===== src/rtl/gpio_irq_pkg.sv =====
// Shared register map, FSM encoding and STATUS layout
// for the GPIO interrupt controller.
package gpio_irq_pkg;

  localparam logic [2:0] GPIO_IRQ_PENDING = 3'd0;
  localparam logic [2:0] GPIO_IRQ_ENABLE  = 3'd1;
  localparam logic [2:0] GPIO_IRQ_CLAIM   = 3'd2;
  localparam logic [2:0] GPIO_IRQ_STATUS  = 3'd3;

  localparam int STATUS_STATE_LSB = 0;
  localparam int STATUS_ID_LSB    = 2;
  localparam int STATUS_ERR_BIT   = 8;

  localparam logic [31:0] CLAIM_VALID = 32'h8000_0000;

  typedef enum logic [1:0] {
    IRQ_IDLE,
    IRQ_ARB,
    IRQ_NOTIFY,
    IRQ_ACTIVE
  } irq_state_t;

  function automatic int id_width(input int n);
    return (n > 1) ? $clog2(n) : 1;
  endfunction

endpackage


===== src/rtl/apb_bus_t.sv =====
// APB3 zero-wait-state bus bundle; clock and reset
// travel with the bus.
interface apb_bus_t (
  input logic PCLK,
  input logic PRESETn
);

  logic        PSEL;
  logic        PENABLE;
  logic        PWRITE;
  logic [31:0] PADDR;
  logic [31:0] PWDATA;
  logic [31:0] PRDATA;
  logic        PREADY;

  modport slave (
    input  PCLK,
    input  PRESETn,
    input  PSEL,
    input  PENABLE,
    input  PWRITE,
    input  PADDR,
    input  PWDATA,
    output PRDATA,
    output PREADY
  );

  modport master (
    input  PCLK,
    input  PRESETn,
    input  PRDATA,
    input  PREADY,
    output PSEL,
    output PENABLE,
    output PWRITE,
    output PADDR,
    output PWDATA
  );

endinterface


===== src/rtl/rr_arbiter.sv =====
// Combinational round-robin picker: first request
// at or after ptr, wrapping past N-1 to 0.
module rr_arbiter
  import gpio_irq_pkg::*;
#(
  parameter  int N = 8,
  localparam int W = id_width(N)
) (
  input  logic [N-1:0] req,
  input  logic [W-1:0] ptr,
  output logic         gnt_valid,
  output logic [W-1:0] gnt_id
);

  always_comb begin
    int j;
    j         = 0;
    gnt_valid = 1'b0;
    gnt_id    = '0;
    for (int i = 0; i < N; i++) begin
      j = int'(ptr) + i;
      if (j >= N) j = j - N;
      if (!gnt_valid && req[W'(j)]) begin
        gnt_valid = 1'b1;
        gnt_id    = W'(j);
      end
    end
  end

endmodule


===== src/rtl/gpio_irq_ctrl.sv =====
// Latches GPIO interrupt pulses and serves them to the
// CPU one at a time through an APB claim/complete flow.
module gpio_irq_ctrl
  import gpio_irq_pkg::*;
#(
  parameter  int N_SRC = 8,
  localparam int ID_W  = id_width(N_SRC)
) (
  apb_bus_t.slave          apb_bus,
  input  logic [N_SRC-1:0] irq_i,
  output logic             irq_o
);

  logic clk;
  logic rst_n;

  assign clk   = apb_bus.PCLK;
  assign rst_n = apb_bus.PRESETn;

  logic             acc;
  logic             wr;
  logic             rd;
  logic [2:0]       idx;
  logic [N_SRC-1:0] wdata;

  assign acc   = apb_bus.PSEL & apb_bus.PENABLE;
  assign wr    = acc & apb_bus.PWRITE;
  assign rd    = acc & ~apb_bus.PWRITE;
  assign idx   = apb_bus.PADDR[4:2];
  assign wdata = apb_bus.PWDATA[N_SRC-1:0];

  assign apb_bus.PREADY = acc;

  logic unused_bits;
  assign unused_bits = ^{apb_bus.PADDR, apb_bus.PWDATA};

  logic sel_pend;
  logic sel_en;
  logic sel_claim;
  logic sel_stat;

  assign sel_pend  = (idx == GPIO_IRQ_PENDING);
  assign sel_en    = (idx == GPIO_IRQ_ENABLE);
  assign sel_claim = (idx == GPIO_IRQ_CLAIM);
  assign sel_stat  = (idx == GPIO_IRQ_STATUS);

  logic wr_pend;
  logic wr_en;
  logic wr_claim;
  logic wr_stat;
  logic rd_claim;

  assign wr_pend  = wr & sel_pend;
  assign wr_en    = wr & sel_en;
  assign wr_claim = wr & sel_claim;
  assign wr_stat  = wr & sel_stat;
  assign rd_claim = rd & sel_claim;

  irq_state_t       state;
  irq_state_t       state_n;
  logic [N_SRC-1:0] pending;
  logic [N_SRC-1:0] pending_n;
  logic [N_SRC-1:0] enable;
  logic [N_SRC-1:0] enable_n;
  logic [ID_W-1:0]  cur_id;
  logic [ID_W-1:0]  cur_id_n;
  logic [ID_W-1:0]  rr_ptr;
  logic [ID_W-1:0]  rr_ptr_n;
  logic             err;
  logic             err_n;
  logic             err_set;

  localparam logic [N_SRC-1:0] ONE_SRC = N_SRC'(1);

  logic             live;
  logic             claim_take;
  logic             id_match;
  logic [N_SRC-1:0] w1c;
  logic [N_SRC-1:0] claim_clr;
  logic [N_SRC-1:0] arb_req;
  logic             gnt_valid;
  logic [ID_W-1:0]  gnt_id;

  // The claimed source must still be both pending and enabled.
  assign live       = pending[cur_id] & enable[cur_id];
  assign claim_take = (state == IRQ_NOTIFY) & live & rd_claim;
  assign id_match   = (apb_bus.PWDATA[ID_W-1:0] == cur_id);
  assign w1c        = wr_pend ? wdata : '0;
  assign claim_clr  = claim_take ? (ONE_SRC << cur_id) : '0;
  assign enable_n   = wr_en ? wdata : enable;

  // Arbitrate on this cycle's effective set so a W1C
  // or disable landing in ARB is seen immediately.
  assign arb_req = pending & ~w1c & enable_n;

  // A new pulse always beats a clear of the same bit.
  assign pending_n = (pending & ~w1c & ~claim_clr) | irq_i;

  rr_arbiter #(
    .N (N_SRC)
  ) u_arb (
    .req       (arb_req),
    .ptr       (rr_ptr),
    .gnt_valid (gnt_valid),
    .gnt_id    (gnt_id)
  );

  always_comb begin
    state_n  = state;
    cur_id_n = cur_id;
    rr_ptr_n = rr_ptr;
    err_set  = 1'b0;
    unique case (state)
      IRQ_IDLE: begin
        if (|(pending & enable)) state_n = IRQ_ARB;
        if (wr_claim) err_set = 1'b1;
      end
      IRQ_ARB: begin
        if (gnt_valid) begin
          cur_id_n = gnt_id;
          state_n  = IRQ_NOTIFY;
        end else begin
          state_n  = IRQ_IDLE;
        end
        if (wr_claim) err_set = 1'b1;
      end
      IRQ_NOTIFY: begin
        if (!live) begin
          state_n = IRQ_IDLE;
        end else if (claim_take) begin
          state_n  = IRQ_ACTIVE;
          rr_ptr_n = (cur_id == ID_W'(N_SRC - 1)) ?
                     '0 : cur_id + ID_W'(1);
        end
        if (wr_claim) err_set = 1'b1;
      end
      IRQ_ACTIVE: begin
        if (wr_claim) begin
          if (id_match) state_n = IRQ_IDLE;
          else          err_set = 1'b1;
        end
      end
    endcase
  end

  always_comb begin
    err_n = err;
    if (wr_stat && apb_bus.PWDATA[STATUS_ERR_BIT])
      err_n = 1'b0;
    if (err_set) err_n = 1'b1;
  end

  always_ff @(posedge clk or negedge rst_n) begin
    if (!rst_n) begin
      state   <= IRQ_IDLE;
      pending <= '0;
      enable  <= '0;
      cur_id  <= '0;
      rr_ptr  <= '0;
      err     <= 1'b0;
      irq_o   <= 1'b0;
    end else begin
      state   <= state_n;
      pending <= pending_n;
      enable  <= enable_n;
      cur_id  <= cur_id_n;
      rr_ptr  <= rr_ptr_n;
      err     <= err_n;
      irq_o   <= (state_n == IRQ_NOTIFY);
    end
  end

  logic [31:0] rdata;

  always_comb begin
    rdata = '0;
    unique case (1'b1)
      sel_pend:  rdata = 32'(pending);
      sel_en:    rdata = 32'(enable);
      sel_claim: rdata = claim_take ?
                         (CLAIM_VALID | 32'(cur_id)) : '0;
      sel_stat: begin
        rdata[STATUS_STATE_LSB +: 2]  = state;
        rdata[STATUS_ID_LSB +: ID_W] = cur_id;
        rdata[STATUS_ERR_BIT]        = err;
      end
      default: rdata = '0;
    endcase
  end

  assign apb_bus.PRDATA = rd ? rdata : '0;

endmodule


===== src/flat_wrapper.sv =====
// flat-port wrapper written by rule: the top's interface ports become plain ports
module gpio_irq_ctrl_flat import gpio_irq_pkg::*;
#(
  parameter  int N_SRC = 8,
  localparam int ID_W  = id_width(N_SRC)
)
  (irq_i, irq_o, PCLK, PRESETn, apb_bus_PSEL, apb_bus_PENABLE, apb_bus_PWRITE, apb_bus_PADDR, apb_bus_PWDATA, apb_bus_PRDATA, apb_bus_PREADY);
  apb_bus_t apb_bus_i (.PCLK(PCLK), .PRESETn(PRESETn));
  input  logic [N_SRC-1:0] irq_i;
  output logic irq_o;
  input wire logic PCLK;
  input wire logic PRESETn;
  input wire logic [$bits(apb_bus_i.PSEL)-1:0] apb_bus_PSEL;
  input wire logic [$bits(apb_bus_i.PENABLE)-1:0] apb_bus_PENABLE;
  input wire logic [$bits(apb_bus_i.PWRITE)-1:0] apb_bus_PWRITE;
  input wire logic [$bits(apb_bus_i.PADDR)-1:0] apb_bus_PADDR;
  input wire logic [$bits(apb_bus_i.PWDATA)-1:0] apb_bus_PWDATA;
  output wire logic [$bits(apb_bus_i.PRDATA)-1:0] apb_bus_PRDATA;
  output wire logic [$bits(apb_bus_i.PREADY)-1:0] apb_bus_PREADY;
  assign apb_bus_i.PSEL = apb_bus_PSEL;
  assign apb_bus_i.PENABLE = apb_bus_PENABLE;
  assign apb_bus_i.PWRITE = apb_bus_PWRITE;
  assign apb_bus_i.PADDR = apb_bus_PADDR;
  assign apb_bus_i.PWDATA = apb_bus_PWDATA;
  assign apb_bus_PRDATA = apb_bus_i.PRDATA;
  assign apb_bus_PREADY = apb_bus_i.PREADY;
  gpio_irq_ctrl #(.N_SRC(N_SRC)) u_core (.apb_bus(apb_bus_i), .irq_i(irq_i), .irq_o(irq_o));
endmodule

===== config.mk =====
export PLATFORM = sky130hd
export DESIGN_NAME = gpio_irq_ctrl_flat
export DESIGN_NICKNAME = d
export VERILOG_FILES = /design/src/rtl/gpio_irq_pkg.sv /design/src/rtl/apb_bus_t.sv /design/src/rtl/rr_arbiter.sv /design/src/rtl/gpio_irq_ctrl.sv /design/src/flat_wrapper.sv
export SDC_FILE = /design/constraint.sdc
export NUM_CORES = 1
export LEC_CHECK = 0
export CAP_MARGIN = 25
export CORE_ASPECT_RATIO = 1.25
export CORE_UTILIZATION = 43
export CTS_BUF_LIST = sky130_fd_sc_hd__clkbuf_8
export DETAILED_ROUTE_END_ITERATION = 12
export PLACE_DENSITY = 0.8
export SETUP_SLACK_MARGIN = 0.05
export SLEW_MARGIN = 10
export SYNTH_ARGS = -nofsm -noshare
export SYNTH_HDL_FRONTEND = slang
export SYNTH_SLANG_ARGS = --single-unit

===== constraint.sdc =====
create_clock -name PCLK -period 3.3 [get_ports PCLK]
set_input_delay 0.825 -clock PCLK [delete_from_list [all_inputs] [get_ports PCLK]]
set_output_delay 0.825 -clock PCLK [all_outputs]
set_load 0.01 [all_outputs]

Word level (Yosys, flattened, before mapping)
Cells that the tools add are included.
- bits in registers: 26
- latch bits: 0
- memory bits (writable): 0
- bits in read-only memories: 0
- input port bits: 77
- output and inout port bits: 34
- memories kept: 0
- add/subtract/negate cells: 16
- multipliers: 0
- divide/modulo/power cells: 0
- order comparisons: 17
- equal/unequal tests: 9
- shifts and indexed selects: 1
- muxes and demuxes: 75
- bitwise operators: 19
- reductions and logical operators: 22
- operators with widths (cell ; number):
    2-to-1 mux 32 bit ; 2
    2-to-1 mux 3 bit ; 17
    < comparator 3 x 5 -> 1 bit (second input constant) ; 8
    bitwise AND 8 bit ; 4
    2-to-1 mux 1 bit ; 31
    binary-select mux 1 bit (select 3 bit) ; 10
    greater-or-equal comparator 4 bit (second input constant) ; 7
    2-to-1 mux 8 bit ; 3
    subtractor 3 x 1 -> 3 bit (second input constant) ; 8
    2-to-1 mux 23 bit ; 1
    case mux 5 bit (4 select lines) ; 1
    adder 3 x 3 -> 4 bit (second input constant) ; 4
    inverter 8 bit ; 2
    2-to-1 mux 2 bit ; 6
    bitwise AND 1 bit ; 11
    case mux 3 bit (3 select lines) ; 1
    adder 3 x 2 -> 4 bit (second input constant) ; 2
    logical AND 1 bit ; 8
    bitwise OR 8 bit ; 1
    case mux 2 bit (4 select lines) ; 1
    OR reduction 8 bit ; 1
    left shift 1 x 3 -> 8 bit (first input constant) ; 1
    zero test 1 bit ; 7
    equality test 2 bit (second input constant) ; 3
    17 further kinds ; 19

Logic depth before layout (Yosys ltp)
Gate-level depths: netlist of the first run.
- depth in word-level cells: 35
- mapped depth: 13

Hierarchy
A second synthesis of the first run with hierarchy kept.
- cells, all modules: 297
- area total of the unflattened synthesis: 2655.0 um^2
- modules (own cells, without submodules) (module ; instances ; cells an instance ; area each (um^2) ; sequential area each (um^2)):
    gpio_irq_ctrl ; 1 ; 197 ; 1841.8 ; 650.6
    rr_arbiter ; 1 ; 100 ; 813.3 ; 0.0

Least setup slack after synthesis of the first run
Ideal clock, no wire load.
- kind: register to register
- from: register u_core.rr_ptr[1]
- to: register u_core.cur_id[2]
- setup time: 0.090 ns
- data arrival time: 3.170 ns
- data required time: 3.210 ns
- setup slack: 0.040 ns
- stages on the path, launching flop included: 14
- path buffers: 3
- path through: dfrtp_1 clkbuf_1 inv_1 clkbuf_1 ha_1 clkbuf_1 a311oi_1 a2111oi_2 a221oi_2 o221ai_2 o2111a_2 nand2_1 or4_1 o221ai_1
- word-level cells in the longest chain between the ends: 28
- RTL lines (what ; line ; source):
    from (decl) ; gpio_irq_ctrl.sv:67 ; logic [ID_W-1:0] rr_ptr;
    from (signal assigned) ; gpio_irq_ctrl.sv:167 ; rr_ptr <= rr_ptr_n;
    branches (longest 28 deep; another with adder 3 x 1 -> 4 bit) ; -- ;
    to (signal assigned) ; gpio_irq_ctrl.sv:166 ; cur_id <= cur_id_n;
    to (decl) ; gpio_irq_ctrl.sv:65 ; logic [ID_W-1:0] cur_id;
Several ways; the timed one is not identified. The select of a mux whose other input is x is not followed.
A chain may end at the register's enable or synchronous reset.

Worst setup path in the final report of the first run
- from: register u_core.pending[6]
- to: output port apb_bus_PRDATA[1]
- word-level cells in the longest chain between the ends: 8
- RTL lines (what ; line ; source):
    from (decl) ; gpio_irq_ctrl.sv:61 ; logic [N_SRC-1:0] pending;
    from (signal assigned) ; gpio_irq_ctrl.sv:164 ; pending <= pending_n;
    binary-select mux 1 bit (select 3 bit) ; gpio_irq_ctrl.sv:85 ; assign live = pending[cur_id] & enable[cur_id];
    2-to-1 mux 1 bit (not written as such) ; gpio_irq_ctrl.sv:85 ;
    bitwise AND 1 bit ; gpio_irq_ctrl.sv:85 ;
    bitwise AND 1 bit (2 in a row) ; gpio_irq_ctrl.sv:86 ; assign claim_take = (state == IRQ_NOTIFY) & live & rd_claim;
    2-to-1 mux 32 bit ; gpio_irq_ctrl.sv:180 ; sel_claim: rdata = claim_take ?
    case mux 5 bit (4 select lines) ; gpio_irq_ctrl.sv:177 ; unique case (1'b1)
    2-to-1 mux 32 bit ; gpio_irq_ctrl.sv:191 ; assign apb_bus.PRDATA = rd ? rdata : '0;
    to (decl) ; flat_wrapper.sv:18 ; output wire logic [$bits(apb_bus_i.PRDATA)-1:0] apb_bus_PRDATA;
Every way passes these cells. The select of a mux whose other input is x is not followed.

==> key figures, run 1 <==
Floorplanning
  • Initial cell density of the core: 44.6%
  • Full die area: 0.00758 mm2
  • IO Pins: 111
  • Chip Height: 97.1 um
  • Num rows: 34
  • Die width: 78.1 um
  • Core Area: 0.00698 mm2

Placement
  • Place WS: -0.702 ns
  • Placed Area: 0.00412 mm2
  • Post-DP HPWL: 8540 um
  • PortBufs: 36
  • Gp weighted congestion: 1.02

Clock tree
  • CTS tree: done
  • Clock transition at the registers of the reported paths: 0.10 ns
  • Sink Count: 26
  • # hold bufs at CTS: 0
  • Clk root buf: clkbuf_8
  • H-tree depth: 1
  • Max Root-Sink Buffers: 2
  • CTS Buf Count: 3
  • Clk Latency, worst-skew pair: 0.28 ns

Critical path
  • Worst Path Max Fanout: 4
  • Type of the worst setup path: flop to output port
  • Delay of the slowest cell on the worst path: 0.50 ns
  • Worst Path Arrival: 2.55 ns
  • Buf/Inv on CP: 2
  • Critical Path Source Type: flop
  • Worst EP required: 2.47 ns
  • CP max-delay cell: mux4_2
  • CP endpoint kind: output port
  • CP cell instances: nand2_2 > mux4_2 > mux2i_1 > nand3b_1 > nor3_4 > buf_4 > a21oi_2 > nor2_1 > buf_2
  • CP top delay family: simple AND/OR/NAND/NOR gates

Cells and area
  • Final #Nets: 620
  • Fin util: 69.3%
  • Commonest non-fill, non-tap cell in the layout: buf_4
  • Filler cells: 493
  • Share of layout cells above drive strength 1: 42.7%
  • Ant diodes: 0
  • Area Growth Syn to Fin: 55.4%
  • Commonest cells after routing, fill and taps aside: buf_4 (115), nand2_1 (44), nor2_1 (32), dfrtp_1 (26), conb_1 (22)
  • Finished layout cell area: 0.00483 mm2

Power
  • Sequential share of power: 14.5%
  • Pleak: 2.11 nW
  • Clock power share: 8.9%
  • Power Density: 631 mW/mm2
  • Net Sw Frac: 46.7%
  • Combinational fraction of design power: 76.6%
  • Worst vdd ir: 375 uV
  • Switch Pwr: 0.00142 W
  • P_int: 0.00163 W

Global routing
  • Vias in the first global route: 4,130
  • GRT Util Overall: 36.4%
  • Global-route wire length before repair: 21,300 um
  • Largest net degree at the start of global routing: 29
  • Initial antenna violation count: 0
  • Total overflow reported by the global router: 0

Job
  • Max-cap violations: 0

Timing
  • Final-report hold violation count: 0
  • Fmax achieved: 0.296 GHz
  • Final setup violation count: 6
  • Post-layout min period: 3.37 ns
  • Max-slew violation count: 0
  • Slew HR: 59.1%
  • RSZ-0062 raised after global routing: yes
  • Post-route clock period utilization: 102%
  • Pin slew with the least headroom to its limit: 0.607 ns
  • Setup Skew: 0.00641 ns
  • Setup TNS: -0.311 ns
  • Final worst slack: -0.0731 ns

Routing
  • Wire per inst: 23.2 um
  • Drt via density: 6.75
  • Iteration-0 DRC Markers: 529
  • DR vias: 4,210
  • Remaining DRCs: 0
  • Initial DRT Pass Iterations: 5
  • Final ANT Viol Nets: 0
  • Routed wire length: 14,500 um

Synth
  • Top post-synthesis cells by area: dfrtp_1 (21%), buf_4 (6.0%), nand2_1 (5.9%)
  • Seq cells post-synth: 26
  • Synth async-reset ratio: 100%
  • Yosys Warn Count: 0
  • Synth unique cells: 71
  • Primary FF master, synth: dfrtp_1
  • Area share of the largest cell type after synthesis: 20.9%
  • Cell area after synthesis: 0.00311 mm2
  • Synthesized instance count: 390
  • Sequential area share after synthesis: 20.9%
  • Post-synthesis area per instance: 7.98 um2
  • Post-synth EDFFs: 0
  • Synth area leader: dfrtp_1

Outcome
  • Failing checks: negative setup slack
  • Outcome: finished, violations left

Hold path
  • Worst Hold Class: flop to flop
[registers in the layout, indices dropped and copies added (netlist names)]
signal          count
u_core.cur_id       3
u_core.enable       8
u_core.err          1
u_core.irq_o        1
u_core.pending      8
u_core.rr_ptr       3
u_core.state        2
[timing repair]
item | 4_1_cts | 5_1_grt
endpoints found under the setup margin | 15 | 12
gates cloned | 3 | 1
setup buffers | 18 | 8
hold endpoints to repair | 0 | 0
resized for setup | 82 | 47
pin swaps | 26 | 26
[synthesized netlist by cell type, types with 2 or more instances]
cell type,count
nand2_1,49
nor2_1,35
dfrtp_1,26
buf_4,25
a31oi_1,20
inv_1,16
nor3_1,15
o21ai_0,15
a311oi_1,13
clkbuf_1,13
mux2_2,12
mux2i_1,11
a211oi_1,8
a31o_2,8
ha_1,8
nand3_1,8
nand3b_1,8
a21oi_1,7
nor4_1,5
o211ai_1,5
or2_2,5
mux4_2,4
xnor2_1,4
a221oi_1,3
and2_1,3
buf_6,3
nand2b_1,3
o22ai_1,3
or4_1,3
a2111oi_0,2
a21o_1,2
a221oi_2,2
a22oi_1,2
nand4_1,2
o2111ai_1,2
o211a_1,2
o31ai_1,2
or2_1,2
or3_1,2
[through the flow]
stage	cells	hold slack, ns	total power, W
2_1_floorplan	411	0.503	0.00155
3_3_place_gp	590	0.518	0.00224
3_5_place_dp	590	0.523	0.00230
4_1_cts	615	0.546	0.00276
5_1_grt	624	0.562	0.00320
6_report	624	0.552	0.00305
[routing by layer]
layer,wire (um),vias up,GRT usage (%)
met5,0,-,0
met4,1610,0,26.6
met3,1380,155,5.07
met2,6870,369,62.9
met1,4640,1959,39.9
li1,-,1727,-
[cells by family (layout without fill, tap and decap cells)]
group	Yosys count	after routing	share of synthesized area, %
other	1	22	0.121
flip-flops	26	26	20.9
buffers and inverters	60	183	11.4
adder cells (fa/ha/maj)	8	8	3.22
multiplexers	28	28	11.5
AND/OR/NAND/NOR	151	151	24.2
XOR/XNOR	5	5	1.41
AO/OA/AOI/OAI	111	111	27.3
[power by group through the flow]
stage                     sequential, W  clock (W)  combinational, W
after global routing           0.000449   0.000284           0.00247
after floorplan                0.000446          0           0.00110
after global placement         0.000433          0           0.00181
after detailed placement       0.000437          0           0.00186
after CTS                      0.000432   0.000274           0.00206
final                          0.000443   0.000271           0.00233
[path summary, 6_finish.rpt]
path / from / end / slack [ns] / cells past startpoint
setup / recovery: u_core.pending[6]$_DFF_PN0_ / apb_bus_PRDATA[1] / -0.07 / 9
setup reg to reg: u_core.rr_ptr[0]$_DFFE_PN0P_ / u_core.cur_id[1]$_DFFE_PN0P_ / 0.05 / 13
hold / removal: u_core.enable[2]$_DFF_PN0_ / u_core.enable[2]$_DFF_PN0_ / 0.55 / 1
min in group asynchronous: PRESETn / u_core.pending[1]$_DFF_PN0_ / 0.90 / 2
max in group asynchronous: PRESETn / u_core.rr_ptr[1]$_DFFE_PN0P_ / 2.13 / 2
hold reg to reg: u_core.enable[2]$_DFF_PN0_ / u_core.enable[2]$_DFF_PN0_ / 0.55 / 1
[area by class of cell]
cell class / count / area, um2 / share of cell area, %
clock buffers: 3 / 41.3 / 0.854
clock inverters: 1 / 30.0 / 0.621
inverters: 16 / 62.6 / 1.29
multi-input cells: 325 / 2550 / 52.7
flip-flops and latches: 26 / 651 / 13.5
well taps: 90 / 113 / 2.33
repair buffers: 163 / 1390 / 28.7
(Power assumes the default switching activity.)
==> run 2, diff against run 1 <==
--- a/config.mk
+++ b/config.mk
@@ -5,14 +5,15 @@
 export SDC_FILE = /design/constraint.sdc
 export NUM_CORES = 1
 export LEC_CHECK = 0
-export CAP_MARGIN = 25
 export CORE_ASPECT_RATIO = 1.25
-export CORE_UTILIZATION = 43
+export CORE_UTILIZATION = 40
 export CTS_BUF_LIST = sky130_fd_sc_hd__clkbuf_8
+export CTS_CLUSTER_DIAMETER = 60
 export DETAILED_ROUTE_END_ITERATION = 12
-export PLACE_DENSITY = 0.8
+export PLACE_DENSITY = 0.79
 export SETUP_SLACK_MARGIN = 0.05
 export SLEW_MARGIN = 10
 export SYNTH_ARGS = -nofsm -noshare
 export SYNTH_HDL_FRONTEND = slang
+export SYNTH_HIERARCHICAL = 1
 export SYNTH_SLANG_ARGS = --single-unit
==> run 2 against run 1 <==
Power down 35%. The run still ends with negative setup slack left. Critical endpoint is now u_core/cur_id[1]$_DFFE_PN0P_. Highest routed layer unchanged. Clock skew down 0.0035 ns. Global-route usage fell by 11 points. Design area decreased by 21%. Via count shrank 36%.
==> key figures, run 2 <==
Outcome
  • Failing checks: negative setup slack
  • Outcome: finished, violations left

Critical path
  • CP max-delay cell: mux4_2
  • CP cell instances: buf_6 > nand4b_1 > nor3b_4 > buf_12 > mux2_2 > nor2b_4 > mux4_2 > mux2i_4 > buf_4 > nor2_1 > and4b_2 > or4b_4 > a221oi_2 > o22ai_1 > mux2_4
  • Worst Path Max Fanout: 8
  • Delay of the slowest cell on the worst path: 0.53 ns
  • Worst r2r path cells: 11
  • Critical R2R Capture: u_core/cur_id[1]$_DFFE_PN0P_
  • Type of the worst setup path: input port to flop
  • End of the critical path: u_core/cur_id[1]$_DFFE_PN0P_
  • Critical Path Source Type: input port
  • Worst EP required: 3.46 ns
  • CP startpoint: apb_bus_PADDR[4]
  • Worst Path Arrival: 4.36 ns
  • Reg2reg start: u_core/rr_ptr[1]$_DFFE_PN0P_
  • CP endpoint kind: flop
  • Reg2Reg Setup Slack: -0.08 ns

Synth
  • Yosys Warn Count: 6
  • Top post-synthesis cells by area: dfrtp_1 (25%), mux2_2 (9.8%), buf_4 (6.8%)
  • Synth area leader: dfrtp_1
  • Post-synthesis area per instance: 8.94 um2
  • Area share of the largest cell type after synthesis: 24.5%
  • Synth unique cells: 53
  • Synth async-reset ratio: 100%
  • Cell area after synthesis: 0.00266 mm2
  • Seq cells post-synth: 26
  • Sequential area share after synthesis: 24.5%
  • Post-synth top cells: nand2_1 (28), dfrtp_1 (26), buf_4 (24), nor2_1 (24), mux2_2 (23)
  • Post-synth EDFFs: 0
  • Top-count cell post-synth: nand2_1
  • Primary FF master, synth: dfrtp_1
  • Synthesized instance count: 297

Power
  • P_int: 0.00117 W
  • Clock power share: 10.6%
  • Power Density: 518 mW/mm2
  • Combinational fraction of design power: 67.0%
  • Sequential share of power: 22.4%
  • Net Sw Frac: 40.5%
  • Switch Pwr: 0.000801 W
  • Worst vdd ir: 255 uV
  • Pleak: 1.76 nW

Global routing
  • Largest net degree at the start of global routing: 27
  • Total overflow reported by the global router: 0
  • Vias in the first global route: 2,880
  • Initial antenna violation count: 0
  • GRT Util Overall: 25.8%
  • Global-route wire length before repair: 13,700 um

Floorplanning
  • Core Area: 0.00629 mm2
  • Initial cell density of the core: 42.2%
  • Chip Height: 93.1 um
  • Die width: 74.9 um
  • Full die area: 0.00697 mm2
  • Num rows: 32
  • IO Pins: 111

Cells and area
  • Total area of sequential cells: 651 um2
  • Commonest non-fill, non-tap cell in the layout: buf_4
  • Ant diodes: 0
  • Area of the multi-input gates: 0.00202 mm2
  • Top flop regs: u_core/enable x8, u_core/pending x8
  • Commonest cells after routing, fill and taps aside: buf_4 (69), nand2_1 (27), dfrtp_1 (26), nor2_1 (23)
  • Share of layout cells above drive strength 1: 40.4%
  • Area Growth Syn to Fin: 43.5%
  • Fin util: 60.6%
  • Filler cells: 510
  • Final #Nets: 487
  • Non-filler cells, final: 486

Timing
  • RSZ-0062 raised after global routing: yes
  • Final-report hold violation count: 0
  • Setup Skew: 0.00288 ns
  • Final setup violation count: 5
  • Fmax achieved: 0.239 GHz
  • Slew HR: 62.5%
  • Setup TNS: -4.07 ns
  • Final worst slack: -0.892 ns
  • Pin slew with the least headroom to its limit: 0.558 ns
  • Post-layout min period: 4.19 ns
  • Max-slew violation count: 0
  • Post-route clock period utilization: 127%

Routing
  • DR vias: 2,693
  • Drt via density: 5.54
  • Iteration-0 DRC Markers: 170
  • Initial DRT Pass Iterations: 5
  • Wire per inst: 17.1 um
  • Final ANT Viol Nets: 0
  • Routed wire length: 8320 um
  • Remaining DRCs: 0

Placement
  • PortBufs: 36
  • Post-DP HPWL: 6230 um
  • Gp weighted congestion: 0.918
  • Place WS: -1.60 ns
  • Placed instance count: 469

Clock tree
  • CTS tree: done
  • H-tree depth: 1
  • # hold bufs at CTS: 0
  • Clk root buf: clkbuf_8
  • Max Root-Sink Buffers: 2
  • Clock transition at the registers of the reported paths: 0.09 ns
  • CTS Buf Count: 3
  • Clk Latency, worst-skew pair: 0.27 ns
  • Sink Count: 26

Job
  • Max-cap violations: 0

Hold path
  • Worst Hold Class: flop to flop
run 2: worst max-delay path: cells and delay by family:
family / cells / cell delay [ns]
compound gates: 2 / 0.33
buf+inv: 3 / 0.41
mux: 4 / 1.36
simple gates: 6 / 1.44
run 2: cell families after synthesis:
logic type / Yosys count / share of synthesized area (%)
compound gates: 45 / 11.8
other cells: 1 / 0.141
flops: 26 / 24.5
mux: 49 / 24.0
simple gates: 115 / 22.9
xor+xnor: 7 / 2.31
fa+ha+maj: 8 / 3.77
buf+inv: 46 / 10.5
run 2: through the flow:
stage          cell area, um2  hold WS (ns)  total power (W)
4_1_cts                  3760         0.525          0.00193
6_report                 3810         0.520          0.00198
3_5_place_dp             3500         0.500          0.00160
5_1_grt                  3810         0.565          0.00210
3_3_place_gp             3500         0.488          0.00156
2_1_floorplan            2790         0.469          0.00119
run 2: per-layer routing:
layer  global-route usage (%)  up-vias  part of all wire [%]
li1                         -     1244                     -
met1                     30.0     1299                    38
met2                     45.9      123                    54
met3                     3.13       27                   4.5
met4                     12.1        0                   2.9
met5                        0        -                     0
run 2: what timing repair did:
action | in CTS | in global routing
setup buffers | 13 | 0
pin swaps | 12 | 7
gates resized for setup | 70 | 11
endpoints found under the setup margin | 15 | 11
run 2: layout make-up:
class	instances	area share [%]
multi-input cells	246	52.9
repair buffers	110	24.3
flip-flops and latches	26	17.1
well taps	85	2.79
inverters	15	1.48
clock buffers	4	1.44
run 2: worst min path at each step:
stage / startpoint / end / slack (ns) / depth (start not counted)
6_report: u_core/err$_DFFE_PN0P_ / u_core/err$_DFFE_PN0P_ / 0.52 / 2
3_3_place_gp: u_core/err$_DFFE_PN0P_ / u_core/err$_DFFE_PN0P_ / 0.49 / 2
4_1_cts: u_core/err$_DFFE_PN0P_ / u_core/err$_DFFE_PN0P_ / 0.52 / 2
3_5_place_dp: u_core/err$_DFFE_PN0P_ / u_core/err$_DFFE_PN0P_ / 0.50 / 2
2_1_floorplan: u_core/err$_DFFE_PN0P_ / u_core/err$_DFFE_PN0P_ / 0.47 / 2
5_1_grt: u_core/err$_DFFE_PN0P_ / u_core/err$_DFFE_PN0P_ / 0.56 / 2
run 2: power by group through the flow:
stage	combinational, W	clock (W)	sequential (W)
floorplan	0.000742	0	0.000451
global placement	0.00113	0	0.000436
detailed placement	0.00116	0	0.000440
CTS	0.00128	0.000211	0.000440
global route	0.00142	0.000223	0.000451
finish	0.00132	0.000209	0.000443
==> run 3, diff against run 2 <==
==> constraint.sdc (replaced) <==
create_clock -name PCLK -period 3.65 [get_ports PCLK]
set_input_delay 0.9125 -clock PCLK [delete_from_list [all_inputs] [get_ports PCLK]]
set_output_delay 0.9125 -clock PCLK [all_outputs]
set_load 0.01 [all_outputs]
==> run 3 against run 2 <==
Die area did not move. Clock skew rose by 0.0022 ns. Global-route usage shrank 2.4 points. The flow still finishes with violations (negative setup slack). Cell count fell by 3.5%. Hold slack improved by 0.0069 ns. Power shrank 15%. Non-clock buffer count shrank 16. Combinational power is 17% lower. Largest cell class unchanged. Sequential cell count did not move.
==> key figures, run 3 (synthesis results as in run 2) <==
Outcome
  • Outcome: finished, violations left
  • Failing checks: negative setup slack

Critical path
  • Type of the worst setup path: input port to flop
  • Delay of the slowest cell on the worst path: 0.49 ns
  • CP endpoint kind: flop
  • Worst Path Arrival: 4.45 ns
  • Crit path top cell by count: mux2_4
  • Worst EP required: 3.81 ns
  • CP max-delay cell: mux4_2
  • Critical Path Source Type: input port
  • CP cell instances: buf_6 > nand4b_1 > nor3b_4 > buf_12 > mux2_4 > and3_4 > mux4_2 > mux2i_2 > buf_4 > nor2_1 > and4b_2 > or4b_4 > a221oi_2 > o22ai_1 > mux2_4
  • Worst Path Max Fanout: 8

Cells and area
  • Final #Nets: 471
  • Commonest non-fill, non-tap cell in the layout: buf_4
  • Area of the multi-input gates: 0.00196 mm2
  • Share of layout cells above drive strength 1: 36.2%
  • Fin util: 57.5%
  • Commonest cells after routing, fill and taps aside: buf_4 (56), clkdlybuf4s50_1 (30), nand2_1 (27), dfrtp_1 (26), nor2_1 (24)
  • Area Growth Syn to Fin: 36.1%
  • Filler cells: 539
  • Total area of sequential cells: 651 um2
  • Top flop regs: u_core/enable x8, u_core/pending x8
  • Ant diodes: 0
  • Non-filler cells, final: 469

Global routing
  • Vias in the first global route: 2,511
  • Total overflow reported by the global router: 0
  • Initial antenna violation count: 0
  • GRT Util Overall: 23.5%
  • Largest net degree at the start of global routing: 27
  • Global-route wire length before repair: 12,500 um

Routing
  • DR vias: 2,550
  • Final ANT Viol Nets: 0
  • Iteration-0 DRC Markers: 145
  • Remaining DRCs: 0
  • Drt via density: 5.44
  • Wire per inst: 16.2 um
  • Initial DRT Pass Iterations: 5
  • Routed wire length: 7590 um

Clock tree
  • H-tree depth: 1
  • Clk root buf: clkbuf_8
  • Clock transition at the registers of the reported paths: 0.09 ns
  • # hold bufs at CTS: 0
  • CTS Buf Count: 3
  • CTS tree: done
  • Clk Latency, worst-skew pair: 0.27 ns
  • Sink Count: 26
  • Max Root-Sink Buffers: 2

Power
  • Worst vdd ir: 220 uV
  • Pleak: 1.57 nW
  • Power Density: 463 mW/mm2
  • Total power: 0.00167 W

Timing
  • Pin slew with the least headroom to its limit: 0.547 ns
  • Final-report hold violation count: 0
  • Max-slew violation count: 0
  • Setup Skew: 0.00505 ns
  • Slew HR: 63.3%
  • Hold WS: 0.527 ns
  • RSZ-0062 raised after global routing: yes
  • Final setup violation count: 9
  • Final worst slack: -0.636 ns
  • Post-layout min period: 4.29 ns
  • Post-route clock period utilization: 117%
  • Setup TNS: -3.02 ns
  • Fmax achieved: 0.233 GHz

Floorplanning
  • Core Area: 0.00629 mm2
  • Initial cell density of the core: 42.2%
  • Die width: 74.9 um
  • IO Pins: 111
  • Chip Height: 93.1 um
  • Num rows: 32
  • Full die area: 0.00697 mm2

Job
  • Max-cap violations: 0

Placement
  • Post-DP HPWL: 5980 um
  • PortBufs: 36
  • Gp weighted congestion: 0.909
  • Placed instance count: 462

Hold path
  • Worst Hold Class: flop to flop
run 3: changes by cell type in the layout (fill, tap and decap cells not counted), moves of 2 or more:
cell	change
buf_2	-2
buf_4	-13
buf_6	-3
clkdlybuf4s50_1	+8
dlygate4sd2_1	-2
dlymetal6s2s_1	-3
mux2_2	+2
mux2_4	-2
nor4bb_4	-2
run 3: layout make-up:
class / count / share of cell area (%)
Multi-Input combinational cell: 246 / 54.3
Tap cell: 85 / 2.94
Sequential cell: 26 / 18.0
Timing Repair Buffer: 94 / 22.0
Clock buffer: 3 / 1.14
Inverter: 15 / 1.56
run 3: path summary, 6_finish.rpt:
kind | from | end | slack [ns] | cells past startpoint
max | apb_bus_PADDR[4] | u_core/cur_id[1]$_DFFE_PN0P_ | -0.64 | 15
min | u_core/err$_DFFE_PN0P_ | u_core/err$_DFFE_PN0P_ | 0.53 | 2
max reg2reg | u_core/rr_ptr[0]$_DFFE_PN0P_ | u_core/cur_id[1]$_DFFE_PN0P_ | 0.16 | 11
min reg2reg | u_core/err$_DFFE_PN0P_ | u_core/err$_DFFE_PN0P_ | 0.53 | 2
max in group asynchronous | PRESETn | u_core/state[0]$_DFF_PN0_ | 2.37 | 2
min in group asynchronous | PRESETn | u_core/enable[6]$_DFF_PN0_ | 1.02 | 2
run 3: timing repair:
action,CTS,global route
pin swaps,6,5
gates resized for setup,43,6
buffers inserted,3,1
gates cloned,0,0
endpoints found under the setup margin,14,9
run 3: through the flow:
| stage | worst slack (ns) | instance area (um2) |
|---|---|---|
| after floorplan | -0.681 | 2790 |
| after global placement | -1.30 | 3450 |
| after detailed placement | -1.37 | 3450 |
| after CTS | -0.626 | 3570 |
| after global routing | -0.723 | 3610 |
| final | -0.636 | 3610 |
run 3: per-layer routing:
| layer | vias to the layer above | track usage [%] | part of all wire, % | wire, um |
|---|---|---|---|---|
| met5 | - | 0 | 0 | 0 |
| met3 | 14 | 2.69 | 4.5 | 345 |
| met2 | 87 | 40.2 | 53 | 4040 |
| li1 | 1212 | - | - | - |
| met1 | 1237 | 29.8 | 40 | 3050 |
| met4 | 0 | 8.65 | 2.0 | 148 |
run 3: worst max-delay path, delay by kind of cell:
kind / cells / cell delay (ns)
compound gates: 2 / 0.36
buf+inv: 3 / 0.41
mux: 4 / 1.31
simple gates: 6 / 1.45
run 3: power breakdown:
part	switching (W)	internal, W	total [W]
registers	0.0000777	0.000341	0.000419
logic	0.000517	0.000574	0.00109
clock network	0.0000893	0.0000739	0.000163
total	0.000684	0.000989	0.00167
